$ cat src/rtl/cart_bus_pkg.sv
// Shared types and constants for the cartridge bus arbiter.
package cart_bus_pkg;

  typedef enum logic [2:0] {
    IDLE   = 3'd0,
    SETUP  = 3'd1,
    STROBE = 3'd2,
    HOLD   = 3'd3,
    DONE   = 3'd4
  } cb_state_e;

  typedef enum logic {
    OWN_CORE = 1'b0,
    OWN_DBG  = 1'b1
  } cb_owner_e;

  localparam logic [15:0] CS_LO = 16'hA000;
  localparam logic [15:0] CS_HI = 16'hFDFF;

endpackage

$ cat src/rtl/rst_sync.sv
// Reset synchroniser: asserts asynchronously, releases two clocks after rst_n rises.
module rst_sync (
  input  logic clk,
  input  logic rst_n,
  output logic o_rst_n
);

  logic r_meta;
  logic r_sync;

  always_ff @(posedge clk or negedge rst_n) begin
    if (!rst_n) begin
      r_meta <= 1'b0;
      r_sync <= 1'b0;
    end else begin
      r_meta <= 1'b1;
      r_sync <= r_meta;
    end
  end

  assign o_rst_n = r_sync;

endmodule

$ cat src/rtl/cart_bus_arbiter.sv
// Two-requester cartridge bus arbiter with setup/strobe/hold sequencing.
// Define ARB_RR_EN for round-robin tie-breaking; default is fixed core priority.
module cart_bus_arbiter
  import cart_bus_pkg::*;
#(
  parameter int SETUP_CYC  = 1,
  parameter int STROBE_CYC = 4,
  parameter int HOLD_CYC   = 1,
  parameter int AW         = 16,
  parameter int DW         = 8
) (
  input  logic          clk,
  input  logic          rst_n,
  input  logic          c_req,
  input  logic          c_we,
  input  logic [AW-1:0] c_addr,
  input  logic [DW-1:0] c_wdata,
  output logic          c_ack,
  output logic [DW-1:0] c_rdata,
  input  logic          d_req,
  input  logic          d_we,
  input  logic [AW-1:0] d_addr,
  input  logic [DW-1:0] d_wdata,
  output logic          d_ack,
  output logic [DW-1:0] d_rdata,
  output logic [AW-1:0] bus_a,
  output logic [DW-1:0] bus_dout,
  output logic          bus_oe,
  input  logic [DW-1:0] bus_din,
  output logic          bus_rd,
  output logic          bus_wr,
  output logic          bus_cs,
  output logic          busy
);

  localparam logic [3:0] SETUP_LD  = 4'(SETUP_CYC - 1);
  localparam logic [3:0] STROBE_LD = 4'(STROBE_CYC - 1);
  localparam logic [3:0] HOLD_LD   = 4'((HOLD_CYC == 0) ? 0 : HOLD_CYC - 1);

  logic          w_rst_n;
  cb_state_e     r_state;
  logic [3:0]    r_cnt;
  cb_owner_e     r_own;
  logic          r_we;
  logic          w_c_pend;
  logic          w_d_pend;
  cb_owner_e     w_gnt;
  logic          w_we;
  logic [AW-1:0] w_addr;
  logic [DW-1:0] w_wdata;
  logic          w_cs;

  rst_sync u_rst_sync (
    .clk     (clk),
    .rst_n   (rst_n),
    .o_rst_n (w_rst_n)
  );

  // A requester whose ack is on this cycle is still holding req; don't re-grant it.
  assign w_c_pend = c_req & ~c_ack;
  assign w_d_pend = d_req & ~d_ack;

`ifdef ARB_RR_EN
  cb_owner_e r_last;
  always_comb begin
    w_gnt = OWN_CORE;
    if (w_d_pend && (!w_c_pend || r_last == OWN_CORE)) w_gnt = OWN_DBG;
  end
`else
  assign w_gnt = w_c_pend ? OWN_CORE : OWN_DBG;
`endif

  assign w_we    = (w_gnt == OWN_DBG) ? d_we    : c_we;
  assign w_addr  = (w_gnt == OWN_DBG) ? d_addr  : c_addr;
  assign w_wdata = (w_gnt == OWN_DBG) ? d_wdata : c_wdata;
  assign w_cs    = (32'(w_addr) >= 32'(CS_LO)) && (32'(w_addr) <= 32'(CS_HI));

  assign busy = (r_state != IDLE);

  always_ff @(posedge clk or negedge w_rst_n) begin
    if (!w_rst_n) begin
      r_state  <= IDLE;
      r_cnt    <= 4'd0;
      r_own    <= OWN_CORE;
      r_we     <= 1'b0;
      bus_a    <= '0;
      bus_dout <= '0;
      bus_oe   <= 1'b0;
      bus_rd   <= 1'b0;
      bus_wr   <= 1'b0;
      bus_cs   <= 1'b0;
      c_ack    <= 1'b0;
      d_ack    <= 1'b0;
      c_rdata  <= '0;
      d_rdata  <= '0;
    end else begin
      c_ack <= 1'b0;
      d_ack <= 1'b0;
      case (r_state)
        IDLE: begin
          if (w_c_pend || w_d_pend) begin
            r_own    <= w_gnt;
            r_we     <= w_we;
            bus_a    <= w_addr;
            bus_dout <= w_wdata;
            bus_oe   <= w_we;
            bus_cs   <= w_cs;
            r_cnt    <= SETUP_LD;
            r_state  <= SETUP;
          end
        end
        SETUP: begin
          if (r_cnt == 4'd0) begin
            bus_rd  <= ~r_we;
            bus_wr  <= r_we;
            r_cnt   <= STROBE_LD;
            r_state <= STROBE;
          end else begin
            r_cnt <= r_cnt - 4'd1;
          end
        end
        STROBE: begin
          if (r_cnt == 4'd0) begin
            bus_rd <= 1'b0;
            bus_wr <= 1'b0;
            if (!r_we) begin
              if (r_own == OWN_DBG) d_rdata <= bus_din;
              else                  c_rdata <= bus_din;
            end
            r_cnt   <= HOLD_LD;
            r_state <= (HOLD_CYC == 0) ? DONE : HOLD;
          end else begin
            r_cnt <= r_cnt - 4'd1;
          end
        end
        HOLD: begin
          if (r_cnt == 4'd0) r_state <= DONE;
          else               r_cnt   <= r_cnt - 4'd1;
        end
        DONE: begin
          c_ack   <= (r_own == OWN_CORE);
          d_ack   <= (r_own == OWN_DBG);
          bus_oe  <= 1'b0;
          bus_cs  <= 1'b0;
          r_state <= IDLE;
        end
        default: r_state <= IDLE;
      endcase
    end
  end

`ifdef ARB_RR_EN
  always_ff @(posedge clk or negedge w_rst_n) begin
    if (!w_rst_n)                                     r_last <= OWN_DBG;
    else if (r_state == IDLE && (w_c_pend || w_d_pend)) r_last <= w_gnt;
  end
`endif

endmodule

$ cat config.mk
export PLATFORM = sky130hd
export DESIGN_NAME = cart_bus_arbiter
export DESIGN_NICKNAME = d
export VERILOG_FILES = /design/src/rtl/cart_bus_pkg.sv /design/src/rtl/rst_sync.sv /design/src/rtl/cart_bus_arbiter.sv
export SDC_FILE = /design/constraint.sdc
export NUM_CORES = 1
export LEC_CHECK = 0
export ABC_CLOCK_PERIOD_IN_PS = 2300
export CORE_UTILIZATION = 43
export CTS_CLUSTER_DIAMETER = 120
export DETAILED_ROUTE_END_ITERATION = 8
export PLACE_DENSITY_LB_ADDON = 0.3
export SLEW_MARGIN = 10
export SYNTH_ARGS = -nofsm -noshare
export SYNTH_HDL_FRONTEND = slang
export SYNTH_HIERARCHICAL = 1
export SYNTH_SLANG_ARGS = --single-unit
$ cat constraint.sdc
create_clock -name clk -period 2.3 [get_ports clk]
set_clock_uncertainty 0.05 [all_clocks]
set_input_delay 0.575 -clock clk [delete_from_list [all_inputs] [get_ports clk]]
set_output_delay 0.575 -clock clk [all_outputs]
set_load 0.05 [all_outputs]
After elaboration in Yosys (flattened, before gate mapping)
Index checks and enable logic that the tools add are counted.

Add/sub/neg operators: 1. Shift operators: 0. Div/mod/pow operators: 0. Multiply operators: 0. Order comparisons: 2. Reduce and logical (&&, ||, !) cells: 15. Mux-type cells: 25. Eq/ne operators: 9. Bitwise operators: 6.

Operators with widths (count): $ge 16x16->1 const B (1); $le 16x16->1 const B (1); $mux 16 (1); $mux 4 (4); $pmux 4 s4 (1); $mux 3 (4); $pmux 3 s4 (1); $reduce_and 4->1 (3); $ne 2x2->1 const B (5); $mux 1 (9); $mux 8 (1); $pmux 1 s2 (4); $eq 3x2->1 const B (2); $reduce_and 3->1 (2); $logic_not 4->1 (1); $not 1->1 (4); $reduce_and 2->1 (2); $reduce_bool 2->1 (2); $reduce_bool 4->1 (1); $sub 4x1->4 const B (1); $eq 3x1->1 const B (1); $eq 3x3->1 const B (1); $logic_not 3->1 (1); $reduce_bool 3->1 (1); other kinds (3) (4).

Input port bits: 62. Word-level logic and storage cells: 74. RAM bits: 0. Latch bits: 0. Bits in registers: 57. Memories: 0. Bits in read-only memories: 0. Output and inout port bits: 47.

Logic depth before layout (Yosys ltp)
Depth after elaboration: 7. Mapped depth: 6. Mapped depth without buffers: 6.

Cells and area by module
The synthesis kept the hierarchy.

Modules (own cells, without submodules): cart_bus_arbiter (times used 1, cells each 226, seq. area each 1376.3 µm², area each 2555.0 µm²); rst_sync (times used 1, cells each 3, seq. area each 50.0 µm², area each 53.8 µm²).

Worst setup path before layout
No wires, ideal clock.

Kind: reg2reg. From: register r_cnt[0]. To: register c_rdata[0]. Data arrival time: 1.525 ns. Period minus slack after synthesis: 1.700 ns. Setup time: 0.125 ns. Stages on the path, launching flop included: 7. Setup slack: 0.600 ns. Required time: 2.125 ns. Path through: dfrtp_1 -> inv_1 -> ha_1 -> nor3b_4 -> nand3_1 -> nor2_4 -> mux2_2.

Cells in the longest elaborated chain, start to end: 2.

Ends and longest elaborated chain: from (decl) (line cart_bus_arbiter.sv:42) `logic [3:0] r_cnt;`; from (signal assigned) (line cart_bus_arbiter.sv:119) `r_cnt <= r_cnt - 4'd1;`; from (signal assigned) (line cart_bus_arbiter.sv:133) `r_cnt <= r_cnt - 4'd1;`; from (signal assigned) (line cart_bus_arbiter.sv:138) `else r_cnt <= r_cnt - 4'd1;`; $logic_not 4->1 (line cart_bus_arbiter.sv:123) `if (r_cnt == 4'd0) begin`; $reduce_and 4->1 (no source line); to (signal assigned) (line cart_bus_arbiter.sv:128) `else c_rdata <= bus_din;`; to (decl) (line cart_bus_arbiter.sv:19) `output logic [DW-1:0] c_rdata,`.

Every way passes these cells. A chain may end at the register's enable or synchronous reset.

Worst setup path in the final report
From: register r_state[1]. To: output busy.

Cells in the longest elaborated chain, start to end: 1.

Ends and longest elaborated chain: from (decl) (line cart_bus_arbiter.sv:41) `cb_state_e r_state;`; from (signal assigned) (line cart_bus_arbiter.sv:131) `r_state <= (HOLD_CYC == 0) ? DONE : HOLD;`; $reduce_bool 3->1 (line cart_bus_arbiter.sv:78) `assign busy = (r_state != IDLE);`; to (decl) (line cart_bus_arbiter.sv:33) `output logic busy`.

Every way passes these cells.

==> metrics.txt <==
Ports roughly 110; FF+latch count, synth between 50 and 60; area of the mapped netlist 2610 um^2; DRC viols 0; initial antenna violation count 0; diode count 0; leak pwr approximately 1.8 nW; ys async rst share 1.00; Syn Nets 293; met3 WL slightly below 600 um; post-synth cell types 46; worst-path maximum fanout 10; worst hold path type register to async pin; TritonCTS clock tree done; CTS hold repair buffers 0; Warnings, synthesis 6; Die H about 80 um; first-pass GRT wire length between 9000 and 10000 um; final hold slack ~0.14 ns; Final Setup Violations 0; full die area approximately 6400 um^2; Crit path required time between 1.5 and 2 ns; number of H-tree levels 3; Max Cap Viol 0; Worst Tran Pin Value 0.533 ns; Final Hold Fails 0; launch point of the worst reg-to-reg path r_cnt[0]; DR pass1 iterations 4; gpl congestion 0.812; status finished clean; Routed WL about 6100 um; Global Route Usage Sum 0.207; pin count of the biggest net entering global routing 40; f_max 0.467 GHz; initial core utilization 0.443; Worst Setup Path Type register to output port; clk root buf clkbuf_8; WL met2 between 2000 and 3000 um; unrepaired setup endpoints after global routing no; Tcrit/Tclk final 0.931; First DRT Iteration DRCs 103; crit path cell chain nor3_4 -> inv_1 -> buf_4; IO Port Bufs approximately 110; vias per cell 5.09; # rows 28; Num CTS Buffers 9; Worst-Skew Late Latency roughly 0.32 ns; Reg clk slew, reported paths ~0.06 ns; GRT overflow 0; Reg-to-Reg End c_rdata[4]; share of post-route cells with drive strength above 1 0.136; CP Data Arrival Time roughly 1.5 ns; vias between 2000 and 2500; core area about 5900 um^2; Crit. End Element output port; slowest stage cell on the critical path dfrtp_1; vias in the first global route ~2100; Final Util 0.678; Seq/Total Area, Yosys 0.547; post-DP HPWL 4580 um; Avg Synthesized Cell Area 11.4 um^2; clk buf depth 2; Synth Flop Type dfrtp_1; reg2reg path depth 6; crit path time final between 2 and 2.5 ns; Synth Instances around 230; top sig layer met4; EDFF count, synth 0; area grow syn2layout 52.9%; CP max stage delay about 0.53 ns; Nets 406; clock sink count 57; Die Wd around 80 um; Post-CTS Setup Inserts 0; r2r setup slk around 0.38 ns; maximum VDD drop ~880 uV; Post-CTS Resized 0; relative slew slack 0.644; WL/cell between 10 and 15 um; Pwr Density between 1000 and 1500 nW/um^2; met1 wire length 2590 um; Critical Path Source Type register; final setup TNS 0 ns; Max Slew Vio Count 0; Routed Antenna Nets 0
==> cell usage in the layout (no fill, tap or decap), drive strengths merged, types with 2 or more instances in the layout <==
cell           count
dfrtp             57
mux2              16
and3               2
clkdlybuf4s50    107
clkinvlp           2
nor3b              2
clkinv             3
nor2               9
a31o               2
o21ai             27
nand4              2
nor3               3
a21o               3
ha                 2
inv                3
nand2b             2
a31oi              2
a21oi              6
buf                7
and2b              2
clkbuf             9
xnor2              2
mux2i             24
nor2b              2
nand2             33
==> Yosys cell counts (2+ instances only) <==
cell | n | area share
a21o_1 | 3 | 0.0086
a21oi_1 | 6 | 0.012
a31o_2 | 2 | 0.0067
a31oi_1 | 2 | 0.0048
and2b_1 | 2 | 0.0058
and3_1 | 2 | 0.0048
buf_2 | 7 | 0.013
buf_4 | 2 | 0.0058
clkbuf_1 | 2 | 0.0029
dfrtp_1 | 57 | 0.55
ha_1 | 2 | 0.0096
inv_1 | 3 | 0.0043
mux2_2 | 16 | 0.069
mux2i_1 | 24 | 0.092
nand2_1 | 33 | 0.047
nand2b_1 | 2 | 0.0048
nor2_1 | 7 | 0.010
nor2_4 | 2 | 0.0086
nor2b_1 | 2 | 0.0048
nor3_1 | 2 | 0.0038
o21ai_0 | 24 | 0.046
o21ai_1 | 2 | 0.0038
xnor2_1 | 2 | 0.0067
==> kinds of logic after synthesis <==
family                     synth area share
and+or+nand+nor                       0.132
DFF                                   0.547
AOI/OAI and AO/OA                     0.111
muxes                                 0.161
buffers and inverters                0.0307
adders and majority gates           0.00959
xor gates and xnor gates            0.00672
other                               0.00144
==> critical path: cells and delay by family, from the launching register on <==
kind	cells	cell delay [ns]
DFF	1	0.53
and+or+nand+nor	1	0.35
buffers and inverters	2	0.31
==> where the power goes <==
| group | switching, mW | leakage (nW) | internal (mW) |
|---|---|---|---|
| clock network | 0.380 | 0.0909 | 0.487 |
| registers | 0.338 | 0.695 | 1.46 |
| logic | 2.04 | 0.973 | 1.23 |
| total | 2.76 | 1.76 | 3.17 |
==> state kept, by name (all words and copies together) (netlist names) <==
signal,count
bus_wr,1
d_ack,1
bus_oe,1
d_rdata,8
u_rst_sync/r_meta,1
r_we,1
r_state,3
r_cnt,4
bus_a,16
u_rst_sync/o_rst_n,1
r_own,1
bus_dout,8
bus_cs,1
c_rdata,8
c_ack,1
bus_rd,1
==> cell type report <==
type                       instances  area [um^2]
timing repair buffer             114         1160
inverter                           3         11.3
clock buffer                       9          124
sequential                        57         1430
tap                               75         93.8
clock inverter                     6         60.1
multi-input combinational        157         1110
fill                             464         1900
==> through the flow <==
stage | instances | area (um^2) | power, mW | setup WS (ns)
after floorplan | 229 | 2610 | 3.99 | 0.546
final | 421 | 3990 | 5.93 | 0.159
after global routing | 421 | 3990 | 6.28 | 0.0530
after global placement | 406 | 3800 | 5.03 | 0.283
after CTS | 421 | 3990 | 6.00 | 0.128
after detailed placement | 406 | 3800 | 5.11 | 0.201
==> worst max path at each step <==
stage / start / endpoint / slack (ns)
finish: r_state[1] / busy / 0.16
global route: r_state[1] / busy / 0.05
CTS: bus_dout[3] / bus_dout[3] / 0.13
detailed placement: c_req / bus_oe / 0.20
global placement: c_req / bus_oe / 0.28
floorplan: u_rst_sync/o_rst_n / bus_a[0] / 0.55
==> routing by layer <==
layer	global-route usage	vias to the layer above
li1	-	1029
met1	0.250	1025
met2	0.338	84
met3	0.0640	4
met4	0.0911	0
met5	0	-
(Power assumes the default switching activity.)
